===== src/rtl/ca_rule_sequencer_if.sv =====
// Control/table bus between the sync generator/user pins and ca_rule_sequencer.
//   frame_start  : one-cycle pulse at pixel (0,0)
//   hold         : level, freezes auto-advance
//   step_btn     : asynchronous push button, rising edge requests one advance
//   wr_en/wr_addr/wr_data : runtime rule-table write port
//   rule/rule_color/rule_idx : active rule, its display colour and table index
//   rule_changed : one-cycle pulse after a frame_start that changed the rule
//   seed_req     : level, held for the frame following a rule change
interface ca_rule_sequencer_if;
  logic       frame_start;
  logic       hold;
  logic       step_btn;
  logic       wr_en;
  logic [2:0] wr_addr;
  logic [7:0] wr_data;
  logic [7:0] rule;
  logic [5:0] rule_color;
  logic [2:0] rule_idx;
  logic       rule_changed;
  logic       seed_req;

  modport master (
    output frame_start, hold, step_btn, wr_en, wr_addr, wr_data,
    input  rule, rule_color, rule_idx, rule_changed, seed_req
  );

  modport slave (
    input  frame_start, hold, step_btn, wr_en, wr_addr, wr_data,
    output rule, rule_color, rule_idx, rule_changed, seed_req
  );
endinterface


===== src/rtl/ca_rule_sequencer.sv =====
// Rule sequencer for the cellular-automaton VGA renderer. Owns the 8-entry
// elementary-CA rule table and selects the active rule; selection only moves
// on frame boundaries so the picture never tears mid-frame.
// Ports:
//   clk   : pixel clock
//   rst_n : synchronous active-low reset
//   bus   : ca_rule_sequencer_if.slave (frame_start, hold, step_btn, table
//           write port in; rule, rule_color, rule_idx, rule_changed, seed_req out)
module ca_rule_sequencer #(
  parameter int unsigned DWELL_FRAMES = 60,
  parameter int unsigned DW_W         = 10,
  parameter int unsigned SYNC_STAGES  = 2
) (
  input  logic                 clk,
  input  logic                 rst_n,
  ca_rule_sequencer_if.slave   bus
);

  function automatic logic [7:0] f_init_rule(input logic [2:0] i);
    case (i)
      3'd0:    f_init_rule = 8'd30;
      3'd1:    f_init_rule = 8'd110;
      3'd2:    f_init_rule = 8'd22;
      3'd3:    f_init_rule = 8'd73;
      3'd4:    f_init_rule = 8'd90;
      3'd5:    f_init_rule = 8'd146;
      3'd6:    f_init_rule = 8'd105;
      default: f_init_rule = 8'd102;
    endcase
  endfunction

  // Colour is rule[6:1]; an all-zero field would be invisible, so substitute.
  function automatic logic [5:0] f_color(input logic [7:0] r);
    f_color = (r[6:1] == 6'd0) ? 6'b010101 : r[6:1];
  endfunction

  logic [7:0]             r_table [8];
  logic [2:0]             r_idx;
  logic [7:0]             r_rule;
  logic [5:0]             r_color;
  logic [DW_W-1:0]        r_dwell;
  logic                   r_step_pending;
  logic [SYNC_STAGES-1:0] r_sync;
  logic                   r_sync_q;
  logic                   r_changed;
  logic                   r_seed;

  logic                   w_step_edge;
  logic                   w_dwell_done;
  logic                   w_advance;
  logic [2:0]             w_next_idx;
  logic [7:0]             w_next_rule;

  always_comb begin
    w_step_edge  = r_sync[SYNC_STAGES-1] & ~r_sync_q;
    // >= rather than == so an out-of-range dwell still forces an advance.
    w_dwell_done = (r_dwell >= DW_W'(DWELL_FRAMES - 1));
    w_advance    = r_step_pending | (~bus.hold & w_dwell_done);
    w_next_idx   = w_advance ? r_idx + 3'd1 : r_idx;
    // Reload sees the table after a same-cycle write, so bypass the write data.
    w_next_rule  = (bus.wr_en && (bus.wr_addr == w_next_idx)) ? bus.wr_data
                                                              : r_table[w_next_idx];
  end

  always_ff @(posedge clk) begin
    if (!rst_n) begin
      for (int unsigned i = 0; i < 8; i++) r_table[i] <= f_init_rule(3'(i));
      r_idx          <= '0;
      r_rule         <= 8'd30;
      r_color        <= 6'b001111;
      r_dwell        <= '0;
      r_step_pending <= 1'b0;
      r_sync         <= '0;
      r_sync_q       <= 1'b0;
      r_changed      <= 1'b0;
      r_seed         <= 1'b0;
    end else begin
      r_sync    <= (r_sync << 1) | SYNC_STAGES'(bus.step_btn);
      r_sync_q  <= r_sync[SYNC_STAGES-1];
      r_changed <= 1'b0;

      if (bus.wr_en) r_table[bus.wr_addr] <= bus.wr_data;

      if (bus.frame_start) begin
        r_idx     <= w_next_idx;
        r_rule    <= w_next_rule;
        r_color   <= f_color(w_next_rule);
        r_changed <= (w_next_rule != r_rule);
        r_seed    <= (w_next_rule != r_rule);
        if (w_advance)      r_dwell <= '0;
        else if (!bus.hold) r_dwell <= r_dwell + DW_W'(1);
        // An edge landing on the boundary cycle is kept for the next frame.
        r_step_pending <= w_step_edge;
      end else begin
        r_step_pending <= r_step_pending | w_step_edge;
      end
    end
  end

  assign bus.rule         = r_rule;
  assign bus.rule_color   = r_color;
  assign bus.rule_idx     = r_idx;
  assign bus.rule_changed = r_changed;
  assign bus.seed_req     = r_seed;

endmodule


===== src/flat_wrapper.sv =====
// flat-port wrapper written by rule: the top's interface ports become plain ports
module ca_rule_sequencer_flat 
#(
  parameter int unsigned DWELL_FRAMES = 60,
  parameter int unsigned DW_W         = 10,
  parameter int unsigned SYNC_STAGES  = 2
)
  (clk, rst_n, bus_frame_start, bus_hold, bus_step_btn, bus_wr_en, bus_wr_addr, bus_wr_data, bus_rule, bus_rule_color, bus_rule_idx, bus_rule_changed, bus_seed_req);
  ca_rule_sequencer_if bus_i ();
  input  logic clk;
  input  logic rst_n;
  input wire logic [$bits(bus_i.frame_start)-1:0] bus_frame_start;
  input wire logic [$bits(bus_i.hold)-1:0] bus_hold;
  input wire logic [$bits(bus_i.step_btn)-1:0] bus_step_btn;
  input wire logic [$bits(bus_i.wr_en)-1:0] bus_wr_en;
  input wire logic [$bits(bus_i.wr_addr)-1:0] bus_wr_addr;
  input wire logic [$bits(bus_i.wr_data)-1:0] bus_wr_data;
  output wire logic [$bits(bus_i.rule)-1:0] bus_rule;
  output wire logic [$bits(bus_i.rule_color)-1:0] bus_rule_color;
  output wire logic [$bits(bus_i.rule_idx)-1:0] bus_rule_idx;
  output wire logic [$bits(bus_i.rule_changed)-1:0] bus_rule_changed;
  output wire logic [$bits(bus_i.seed_req)-1:0] bus_seed_req;
  assign bus_i.frame_start = bus_frame_start;
  assign bus_i.hold = bus_hold;
  assign bus_i.step_btn = bus_step_btn;
  assign bus_i.wr_en = bus_wr_en;
  assign bus_i.wr_addr = bus_wr_addr;
  assign bus_i.wr_data = bus_wr_data;
  assign bus_rule = bus_i.rule;
  assign bus_rule_color = bus_i.rule_color;
  assign bus_rule_idx = bus_i.rule_idx;
  assign bus_rule_changed = bus_i.rule_changed;
  assign bus_seed_req = bus_i.seed_req;
  ca_rule_sequencer #(.DWELL_FRAMES(DWELL_FRAMES), .DW_W(DW_W), .SYNC_STAGES(SYNC_STAGES)) u_core (.clk(clk), .rst_n(rst_n), .bus(bus_i));
endmodule

===== config.mk =====
export PLATFORM = sky130hd
export DESIGN_NAME = ca_rule_sequencer_flat
export DESIGN_NICKNAME = d
export VERILOG_FILES = /design/src/rtl/ca_rule_sequencer_if.sv /design/src/rtl/ca_rule_sequencer.sv /design/src/flat_wrapper.sv
export SDC_FILE = /design/constraint.sdc
export NUM_CORES = 1
export LEC_CHECK = 0
export CAP_MARGIN = 15
export CORE_MARGIN = 5
export CORE_UTILIZATION = 54
export DETAILED_ROUTE_END_ITERATION = 8
export GPL_TIMING_DRIVEN = 0
export PLACE_DENSITY = 0.77
export SLEW_MARGIN = 20
export SYNTH_ARGS = -nofsm -noshare
export SYNTH_HDL_FRONTEND = slang
export SYNTH_SLANG_ARGS = --single-unit
export TNS_END_PERCENT = 50

===== constraint.sdc =====
create_clock -name clk -period 2.86 [get_ports clk]
set_clock_uncertainty 0.2 [all_clocks]
set_input_delay 0.429 -clock clk [delete_from_list [all_inputs] [get_ports clk]]
set_output_delay 0.429 -clock clk [all_outputs]
set_load 0.02 [all_outputs]

-- Word level (Yosys, flattened, before mapping)
Memories as Yosys holds them, arrays and structs flattened.
Index checks and enable logic that the tools add are counted.
- equality and inequality tests: 3
- $add $sub $neg: 2
- multiplexer cells: 21
- reductions and logical operators: 5
- order comparisons: 1
- bitwise operators: 7
- operators with widths (kind ; number):
    2-to-1 mux 8 bit ; 10
    2-to-1 mux 10 bit ; 2
    adder 10 x 1 -> 10 bit (second input constant) ; 1
    >= comparator 10 x 6 -> 1 bit (second input constant) ; 1
    != test 8 bit ; 1
    OR reduction 8 bit ; 1
    zero test 6 bit ; 1
    2-to-1 mux 1 bit ; 6
    2-to-1 mux 3 bit ; 2
    2-to-1 mux 6 bit ; 1
    AND reduction 2 bit ; 2
    adder 3 x 1 -> 3 bit (second input constant) ; 1
    equality test 3 bit ; 1
    AND 1 bit ; 2
    != test 2 x 1 -> 1 bit (second input constant) ; 1
    NOT 1 bit ; 2
    OR 1 bit ; 2
    OR 2 x 1 -> 2 bit ; 1
    logical AND 1 bit ; 1
- RAM bits: 64
- input bits: 17
- output and inout bits: 19
- bits in registers: 33
- word-level logic and storage cells: 49
- memories kept: 1
- memories (name ; depth ; bits a word ; read ports ; clocked after memory_dff ; wr ports ; RTL line ; text):
    u_core.r_table ; 8 ; 8 ; 1 ; 0 ; 8 ; ca_rule_sequencer.sv:37 ; logic [7:0] r_table [8];

-- Longest topological paths before layout
Gate-level depths: netlist of run 1.
- depth in word-level cells: 9
- mapped depth: 13
- depth with buffers taken out: 10

-- Worst setup path before layout of run 1
OpenSTA, ideal clock, no wires.
- path kind: register to register
- start point: register u_core.r_idx[1], in the netlist u_core.bus.rule_idx[1]
- end point: register u_core.r_seed, in the netlist u_core.bus.seed_req
- period minus slack after synthesis: 2936 ps
- setup time: 135 ps
- arrival: 2600 ps
- stages on the path, launching flop included: 12
- path buffers: 3
- slack: -76 ps
- data required time: 2525 ps
- cell sequence: dfxtp_1 ha_1 buf_2 buf_2 buf_2 mux4_2 mux2i_1 o211ai_1 o21ai_1 xnor2_1 nor3_1 a31oi_1
- cells in the longest elaborated chain, start to end: 6
- elaborated cells between the ends (all ways): 7
- those cells by class: add/sub: 1; eq/ne: 2; mux: 2; reduce/logical: 1; memory: 1
- ends and longest elaborated chain (element ; RTL line ; text):
    start: declaration ; ca_rule_sequencer.sv:38 ; logic [2:0] r_idx;
    start signal: assignment ; ca_rule_sequencer.sv:85 ; r_idx <= w_next_idx;
    adder 3 x 1 -> 3 bit ; ca_rule_sequencer.sv:59 ; w_next_idx = w_advance ? r_idx + 3'd1 : r_idx;
    2-to-1 mux 3 bit (*) ; ca_rule_sequencer.sv:59 ;
    parallel branches: the longest is 2 deep, another holds memory read (8 x 8 bit) ; n/a ;
    2-to-1 mux 8 bit (*) ; ca_rule_sequencer.sv:61 ; w_next_rule = (bus.wr_en && (bus.wr_addr == w_next_idx)) ? bus.wr_data
    != test 8 bit (*) ; ca_rule_sequencer.sv:89 ; r_seed <= (w_next_rule != r_rule);
    end signal: assignment ; ca_rule_sequencer.sv:89 ;
    end: declaration ; ca_rule_sequencer.sv:46 ; logic r_seed;
Every way passes the cells marked *.
A chain may end at the register's enable or synchronous reset.

-- Final worst setup path of run 1
- start point: register u_core.r_dwell[1]
- end point: register u_core.r_seed, in the netlist u_core.bus.seed_req
- cells in the longest elaborated chain, start to end: 8
- elaborated cells between the ends (all ways): 9
- those cells by class: order compare: 1; eq/ne: 2; mux: 2; bitwise: 2; reduce/logical: 1; memory: 1
- ends and longest elaborated chain (element ; RTL line ; text):
    start: declaration ; ca_rule_sequencer.sv:41 ; logic [DW_W-1:0] r_dwell;
    start signal: assignment ; ca_rule_sequencer.sv:91 ; else if (!bus.hold) r_dwell <= r_dwell + DW_W'(1);
    >= comparator 10 x 6 -> 1 bit (*) ; ca_rule_sequencer.sv:57 ; w_dwell_done = (r_dwell >= DW_W'(DWELL_FRAMES - 1));
    AND 1 bit (*) ; ca_rule_sequencer.sv:58 ; w_advance = r_step_pending | (~bus.hold & w_dwell_done);
    OR 1 bit (*) ; ca_rule_sequencer.sv:58 ;
    2-to-1 mux 3 bit (*) ; ca_rule_sequencer.sv:59 ;
    parallel branches: the longest is 2 deep, another holds memory read (8 x 8 bit) ; n/a ;
    2-to-1 mux 8 bit (*) ; ca_rule_sequencer.sv:61 ;
    != test 8 bit (*) ; ca_rule_sequencer.sv:89 ;
Marked as above.

==> impl_metrics.toml, run 1 <==
[outcome]
outcome = "finished with violations"
violations = "negative setup slack"

[drt]
drt_iter0_markers = 421
postRouteAntennaNets = 0
via_count = 4091
wire_per_inst_um = 21.67
dr.pass1.iters = 7
vias_per_cell = 6.284
drt-total-wl_um = 14110
remaining_drc_errors = 0

[clocking]
clk_pin_slew_ns = 0.09
clk_latency_ns = 0.37
clock_sink_count = 97
ctsHoldBuffers = 0
h-tree-depth = 3
cts_buffers = 9
cts_tree = "built"
cts-root-buf = "clkbuf_8"
cts_buffer_depth = 2

[layout]
drive_above_1_share_pct = 21.62
areaGrowthSynthToFinish_pct = 21.20
antennaDiodeCount = 0
nets = 532

[synth]
synthTopCellsByArea = "edfxtp_1, dfxtp_1, mux4_2"
synth_edf_count = 64
synth_cell_types = 63
synth_top_area_share_pct = 36.34
synth_top_flop_cell = "edfxtp_1"
synth.most_common_cell = "edfxtp_1"
synth.avg_cell_area_um2 = 11.75
ys_ff_latch = 97
syn_area_mm2 = 0.005289
synth_nets = 469
async_flop_share_pct = 0
synth_common_cells = "edfxtp_1, and2_1, dfxtp_1"
yosys_warnings = 0
ys_seq_area_share_pct = 48.83
synthesis.instances = 450
synth_top_area_cell = "edfxtp_1"

[die]
rows = 36
die_area_mm2 = 0.01187
die_w_um = 109.0
pin_count = 36
core_region_area_mm2 = 0.009684
die_y_um = 109.0
start_util_pct = 54.61

[timing]
fin_ws_ns = -0.1626
slew_headroom_pct = 36.15
drv_slew = 0
tightestPinTransition_ns = 0.9505
max_freq_ghz = 0.3308
final-hold-violation-count = 0
finalSetupViolCount = 5
period_needed_ns = 3.023
rsz0062_at_grt = "true"
min_period_over_period_pct = 105.7

[worst_setup_path]
required_ns = 2.90
path_max_fanout = 7
worstRegToRegCells = 11
path_cells = "ha_4, o2111ai_4, a31oi_4, buf_6, a21oi_1, mux4_2, mux2i_4, xnor2_1, nor4_2, buf_4, a31oi_1"
reg2reg_slack_ns = -0.16
start_kind = "register"
slowest_stage = "mux4_2"
r2r_end = "u_core.bus.seed_req$_SDFFE_PN0P_"
critPathKind = "reg2reg"
max_stage_delay_ns = 0.52
crit_buf_inv = 2
reg2reg_from = "u_core.r_dwell[1]$_SDFFE_PN0P_"
arrival_ns = 3.06
cp-end-kind = "register"
cpLargestDelayFamily = "compound AO/OA/AOI/OAI gates"

[place]
port_buffers = 35
place_congestion = 0.8885
dp_hpwl_um = 9835
place_ws_ns = -0.8483

[pwr]
power_mw = 2.941
p_sw_mw = 0.7602
ir_drop_uv = 382.9
combPwrFrac_pct = 14.3
swShare_pct = 25.85
leakagePower_nw = 2.205
powerDensity_mw_per_mm2 = 458.8
power.internal_mw = 2.181
seqPwrFrac_pct = 55.2
clkPwrFrac_pct = 30.4

[worst_hold_path]
worstHoldStart = "u_core.r_sync[0]$_SDFF_PN0_"
hold_end = "u_core.r_sync[1]$_SDFF_PN0_"
worstHoldPathType = "reg2reg"
hold_depth = 1

[global_routing]
antenna_found_initial = 0
grt_pass1_wl_um = 21920
track_usage_pct = 25.04
grt-ovfl-total = 0
grt_max_degree = 16
grt_pass1_vias = 4107

[job]
cap_violations = 0
[sequential cells by signal, indices dropped and copies added (netlist names)]
name / flops
u_core.r_table: 64
u_core.r_step_pending: 1
u_core.bus.rule_idx: 3
u_core.r_sync_q: 1
u_core.bus.rule_color: 6
u_core.r_sync: 2
u_core.bus.seed_req: 1
u_core.bus.rule: 8
u_core.bus.rule_changed: 1
u_core.r_dwell: 10
[cells by family (layout without fill, tap and decap cells)]
group,after synthesis,in the layout,share of synthesized area [%]
AO/OA/AOI/OAI,82,82,12.02
XOR/XNOR,14,14,2.626
adder cells (fa/ha/maj),2,2,0.4731
buffers and inverters,31,99,2.602
flip-flops,97,97,48.83
multiplexers,55,55,15.73
AND/OR/NAND/NOR,169,169,17.72
[worst max-delay path by stage]
stage / startpoint / endpoint / slack, ns / depth (start not counted)
finish: u_core.r_dwell[1]$_SDFFE_PN0P_ / u_core.bus.seed_req$_SDFFE_PN0P_ / -0.16 / 11
global route: u_core.bus.rule_idx[1]$_SDFFE_PN0P_ / u_core.bus.seed_req$_SDFFE_PN0P_ / -0.27 / 12
CTS: u_core.r_dwell[1]$_SDFFE_PN0P_ / u_core.bus.seed_req$_SDFFE_PN0P_ / -0.13 / 11
detailed placement: bus_hold / u_core.bus.seed_req$_SDFFE_PN0P_ / -0.85 / 11
global placement: bus_hold / u_core.bus.seed_req$_SDFFE_PN0P_ / -0.77 / 11
floorplan: u_core.bus.rule_idx[1]$_SDFFE_PN0P_ / u_core.bus.seed_req$_SDFFE_PN0P_ / 0.004 / 11
[placed cells by master (no fill, tap or decap), types with 5 or more instances in the layout]
master	Yosys	final
a211oi_1	9	5
a21oi_1	15	13
and2_1	39	39
buf_4	1	15
buf_6	1	8
clkbuf_1	14	10
clkbuf_8	0	9
clkdlybuf4s50_1	0	35
dfxtp_1	33	28
dfxtp_2	0	5
edfxtp_1	64	64
inv_1	5	6
mux2i_1	30	30
mux4_2	21	21
nand2_1	26	26
nand2b_1	12	11
nand3_1	9	9
nor2_1	27	27
nor2b_1	9	8
nor3_1	9	6
o21ai_0	19	11
o21ai_1	3	10
or3_1	21	21
xnor2_1	8	7
xor2_1	5	5
[power groups by stage]
stage	Combinational [mW]	Sequential (mW)	Clock, mW
after global placement	0.359	1.64	0
after CTS	0.405	1.62	0.901
after floorplan	0.212	1.65	0
after detailed placement	0.370	1.65	0
after global routing	0.450	1.63	0.973
final	0.422	1.62	0.895
[per-layer routing]
metal	up-vias	track usage, %	share of wire [%]
met5	-	0	0
met4	0	10.37	3.7
met3	41	4.855	7.1
met2	182	41.49	50
met1	2051	32.26	39
li1	1817	-	-
[worst reg2reg max path: stages, from the launching register on]
cell and delay, ns:
dfxtp_2 0.36, ha_4 0.16, o2111ai_4 0.19, a31oi_4 0.39, buf_6 0.19, a21oi_1 0.08
mux4_2 0.52, mux2i_4 0.21, xnor2_1 0.10, nor4_2 0.26, buf_4 0.16, a31oi_1 0.08
[area by class of cell]
type,instances,area [µm²]
Timing Repair Buffer,53,523.0
Fill cell,721,3274
Inverter,6,22.52
Tap cell,133,166.4
Buffer,24,160.2
Multi-Input combinational cell,322,2750
Sequential cell,97,2589
Clock buffer,11,173.9
Clock inverter,5,25.02
[metrics by stage]
step                cell area [µm²]  util [%]  hold slack [ns]  std cells  setup TNS [ns]
global placement               5809     59.99           0.2180        618          -29.20
detailed placement             5809     59.99           0.2256        618          -19.14
floorplan                      5293         -           0.2119        450               0
CTS                            6334     65.40           0.2539        649         -0.3319
finish                         6410     66.19           0.2505        651         -0.4032
global route                   6410     66.19           0.2764        651          -1.322
[what timing repair did]
item	4_1_cts	5_1_grt
cloned	1	0
hold endpoints to repair	0	0
buffers inserted	15	2
pin swaps	9	6
gates resized for setup	48	12
endpoints found under the setup margin	32	13
No activity file was read; power rests on OpenSTA's default activity.
==> run 2: changes to the inputs <==
--- a/config.mk
+++ b/config.mk
@@ -10,6 +10,7 @@
 export CORE_UTILIZATION = 54
 export DETAILED_ROUTE_END_ITERATION = 8
 export GPL_TIMING_DRIVEN = 0
+export HOLD_SLACK_MARGIN = 0.05
 export PLACE_DENSITY = 0.77
 export SLEW_MARGIN = 20
 export SYNTH_ARGS = -nofsm -noshare
==> results of run 2 <==
Same layout as run 1: the final DEF is identical, and so are final timing and power.
==> run 3: changes to the inputs <==
--- a/config.mk
+++ b/config.mk
@@ -11,7 +11,7 @@
 export DETAILED_ROUTE_END_ITERATION = 8
 export GPL_TIMING_DRIVEN = 0
 export HOLD_SLACK_MARGIN = 0.05
-export PLACE_DENSITY = 0.77
+export PLACE_DENSITY = 0.86
 export SLEW_MARGIN = 20
 export SYNTH_ARGS = -nofsm -noshare
 export SYNTH_HDL_FRONTEND = slang
==> run 3 against run 2 <==
The run still ends with negative setup slack left. Clock power grew 2.7%. Cell count shrank 0.46%. Fmax shrank 4.3%. Critical path type unchanged. Largest power group unchanged. Highest routed layer unchanged.
==> impl_metrics.toml, run 3 (synthesis results as in run 1) <==
[place]
port_buffers = 35
dp_hpwl_um = 9408
dp_cells = 618
dpl_cell_area_mm2 = 0.005809
place_congestion = 0.9465

[clocking]
cts-root-buf = "clkbuf_8"
cts_tree = "built"
clk_latency_ns = 0.36
cts_buffer_depth = 2
clk_pin_slew_ns = 0.09
cts_buffers = 9
h-tree-depth = 3
ctsHoldBuffers = 0
clock_sink_count = 97

[die]
die_y_um = 109.0
rows = 36
pin_count = 36
die_w_um = 109.0
start_util_pct = 54.61
die_area_mm2 = 0.01187
core_region_area_mm2 = 0.009684

[global_routing]
grt-ovfl-total = 0
grt_pass1_vias = 4100
grt_max_degree = 18
track_usage_pct = 23.78
grt_pass1_wl_um = 21330
antenna_found_initial = 0

[layout]
fillers = 669
drive_above_1_share_pct = 22.33
nets = 529
antennaDiodeCount = 0
final_cells = 648
regArea_mm2 = 0.002595
multi_input_area_mm2 = 0.002771
final_util_pct = 66.16
largest_reg_flops = 64
final_common_cell = "edfxtp_1"
top_register = "u_core.r_table"
final_cell_mix = "edfxtp_1, and2_1, clkdlybuf4s50_1"
areaGrowthSynthToFinish_pct = 21.15
final_area_mm2 = 0.006407

[timing]
finalSetupViolCount = 8
holdWs_ns = 0.2430
tightestPinTransition_ns = 0.8799
period_needed_ns = 3.157
fin_ws_ns = -0.2975
drv_slew = 0
rsz0062_at_grt = "true"
min_period_over_period_pct = 110.4
max_freq_ghz = 0.3167
final-hold-violation-count = 0
slew_headroom_pct = 40.95

[worst_setup_path]
max_stage_delay_ns = 0.38
start_kind = "register"
path_max_fanout = 6
required_ns = 2.89
cp-end-kind = "register"
cpMostUsedCell = "buf_6"
arrival_ns = 3.18
critPathKind = "reg2reg"
slowest_stage = "o311ai_4"
path_cells = "ha_4, o2111a_2, o311ai_4, a21oi_2, o2111ai_4, buf_6, buf_6, mux2i_4, o22ai_2, nor4_2, a31oi_1"

[drt]
remaining_drc_errors = 0
dr.pass1.iters = 7
via_count = 4196
drt-total-wl_um = 14260
postRouteAntennaNets = 0
vias_per_cell = 6.475
drt_iter0_markers = 516
wire_per_inst_um = 22.01

[outcome]
violations = "negative setup slack"
outcome = "finished with violations"

[pwr]
leakagePower_nw = 2.183
powerDensity_mw_per_mm2 = 463.9
ir_drop_uv = 352.9

[job]
cap_violations = 0

[worst_hold_path]
worstHoldPathType = "reg2reg"
==> run 3: changes by cell type in the layout (fill, tap and decap cells not counted), sizes merged <==
cell    previous run  this run
buf               28        24
clkinv             4         1
clkbuf            25        27
inv                7         9
==> run 3: worst max-delay path, delay by kind of cell, from the launching register on <==
kind | cells | cell delay [ns]
AOI/OAI and AO/OA | 6 | 1.39
adders and majority gates | 1 | 0.17
buffers and inverters | 2 | 0.29
DFF | 1 | 0.37
muxes | 1 | 0.25
and+or+nand+nor | 1 | 0.34
==> run 3: layer usage <==
metal,routed length [µm],GRT usage [%],vias to the layer above
met4,497,10.10,0
met2,7279,40.70,284
li1,-,-,1814
met1,5240,29.73,2036
met3,1243,4.085,62
met5,0,0,-
==> run 3: per-stage QoR <==
step | worst slack (ns) | power [mW] | TNS (ns)
floorplan | 0.003885 | 1.866 | 0
global placement | -0.6629 | 1.999 | -24.38
detailed placement | -0.6956 | 2.019 | -18.21
CTS | -0.1942 | 2.930 | -0.8378
global route | -0.3876 | 3.066 | -2.074
finish | -0.2975 | 2.972 | -1.167
==> run 3: report_power, final <==
part	internal (mW)	leakage, nW	switching [mW]
clock	0.428	0.108	0.491
combinational	0.191	1.17	0.237
sequential	1.57	0.901	0.0539
==> run 3: final timing paths <==
check,slack (ns),cells after the start,startpoint,to
min,0.24,1,u_core.r_sync[0]$_SDFF_PN0_,u_core.r_sync[1]$_SDFF_PN0_
max,-0.30,11,u_core.r_dwell[0]$_SDFFE_PN0P_,u_core.bus.seed_req$_SDFFE_PN0P_
min reg2reg,0.24,1,u_core.r_sync[0]$_SDFF_PN0_,u_core.r_sync[1]$_SDFF_PN0_
max reg2reg,-0.30,11,u_core.r_dwell[0]$_SDFFE_PN0P_,u_core.bus.seed_req$_SDFFE_PN0P_
==> run 3: repair_timing <==
item	4_1_cts	5_1_grt
cloned	0	0
buffers inserted	9	7
resized for setup	33	36
setup endpoints to repair	31	14
pin swaps	13	12
==> run 3: area by class of cell <==
class,instances,area share (%)
Multi-Input combinational cell,322,43.25
Sequential cell,97,40.50
Timing Repair Buffer,50,7.713
Clock buffer,12,2.773
Tap cell,133,2.597
Buffer,24,2.382
Clock inverter,4,0.4296
Inverter,6,0.3515
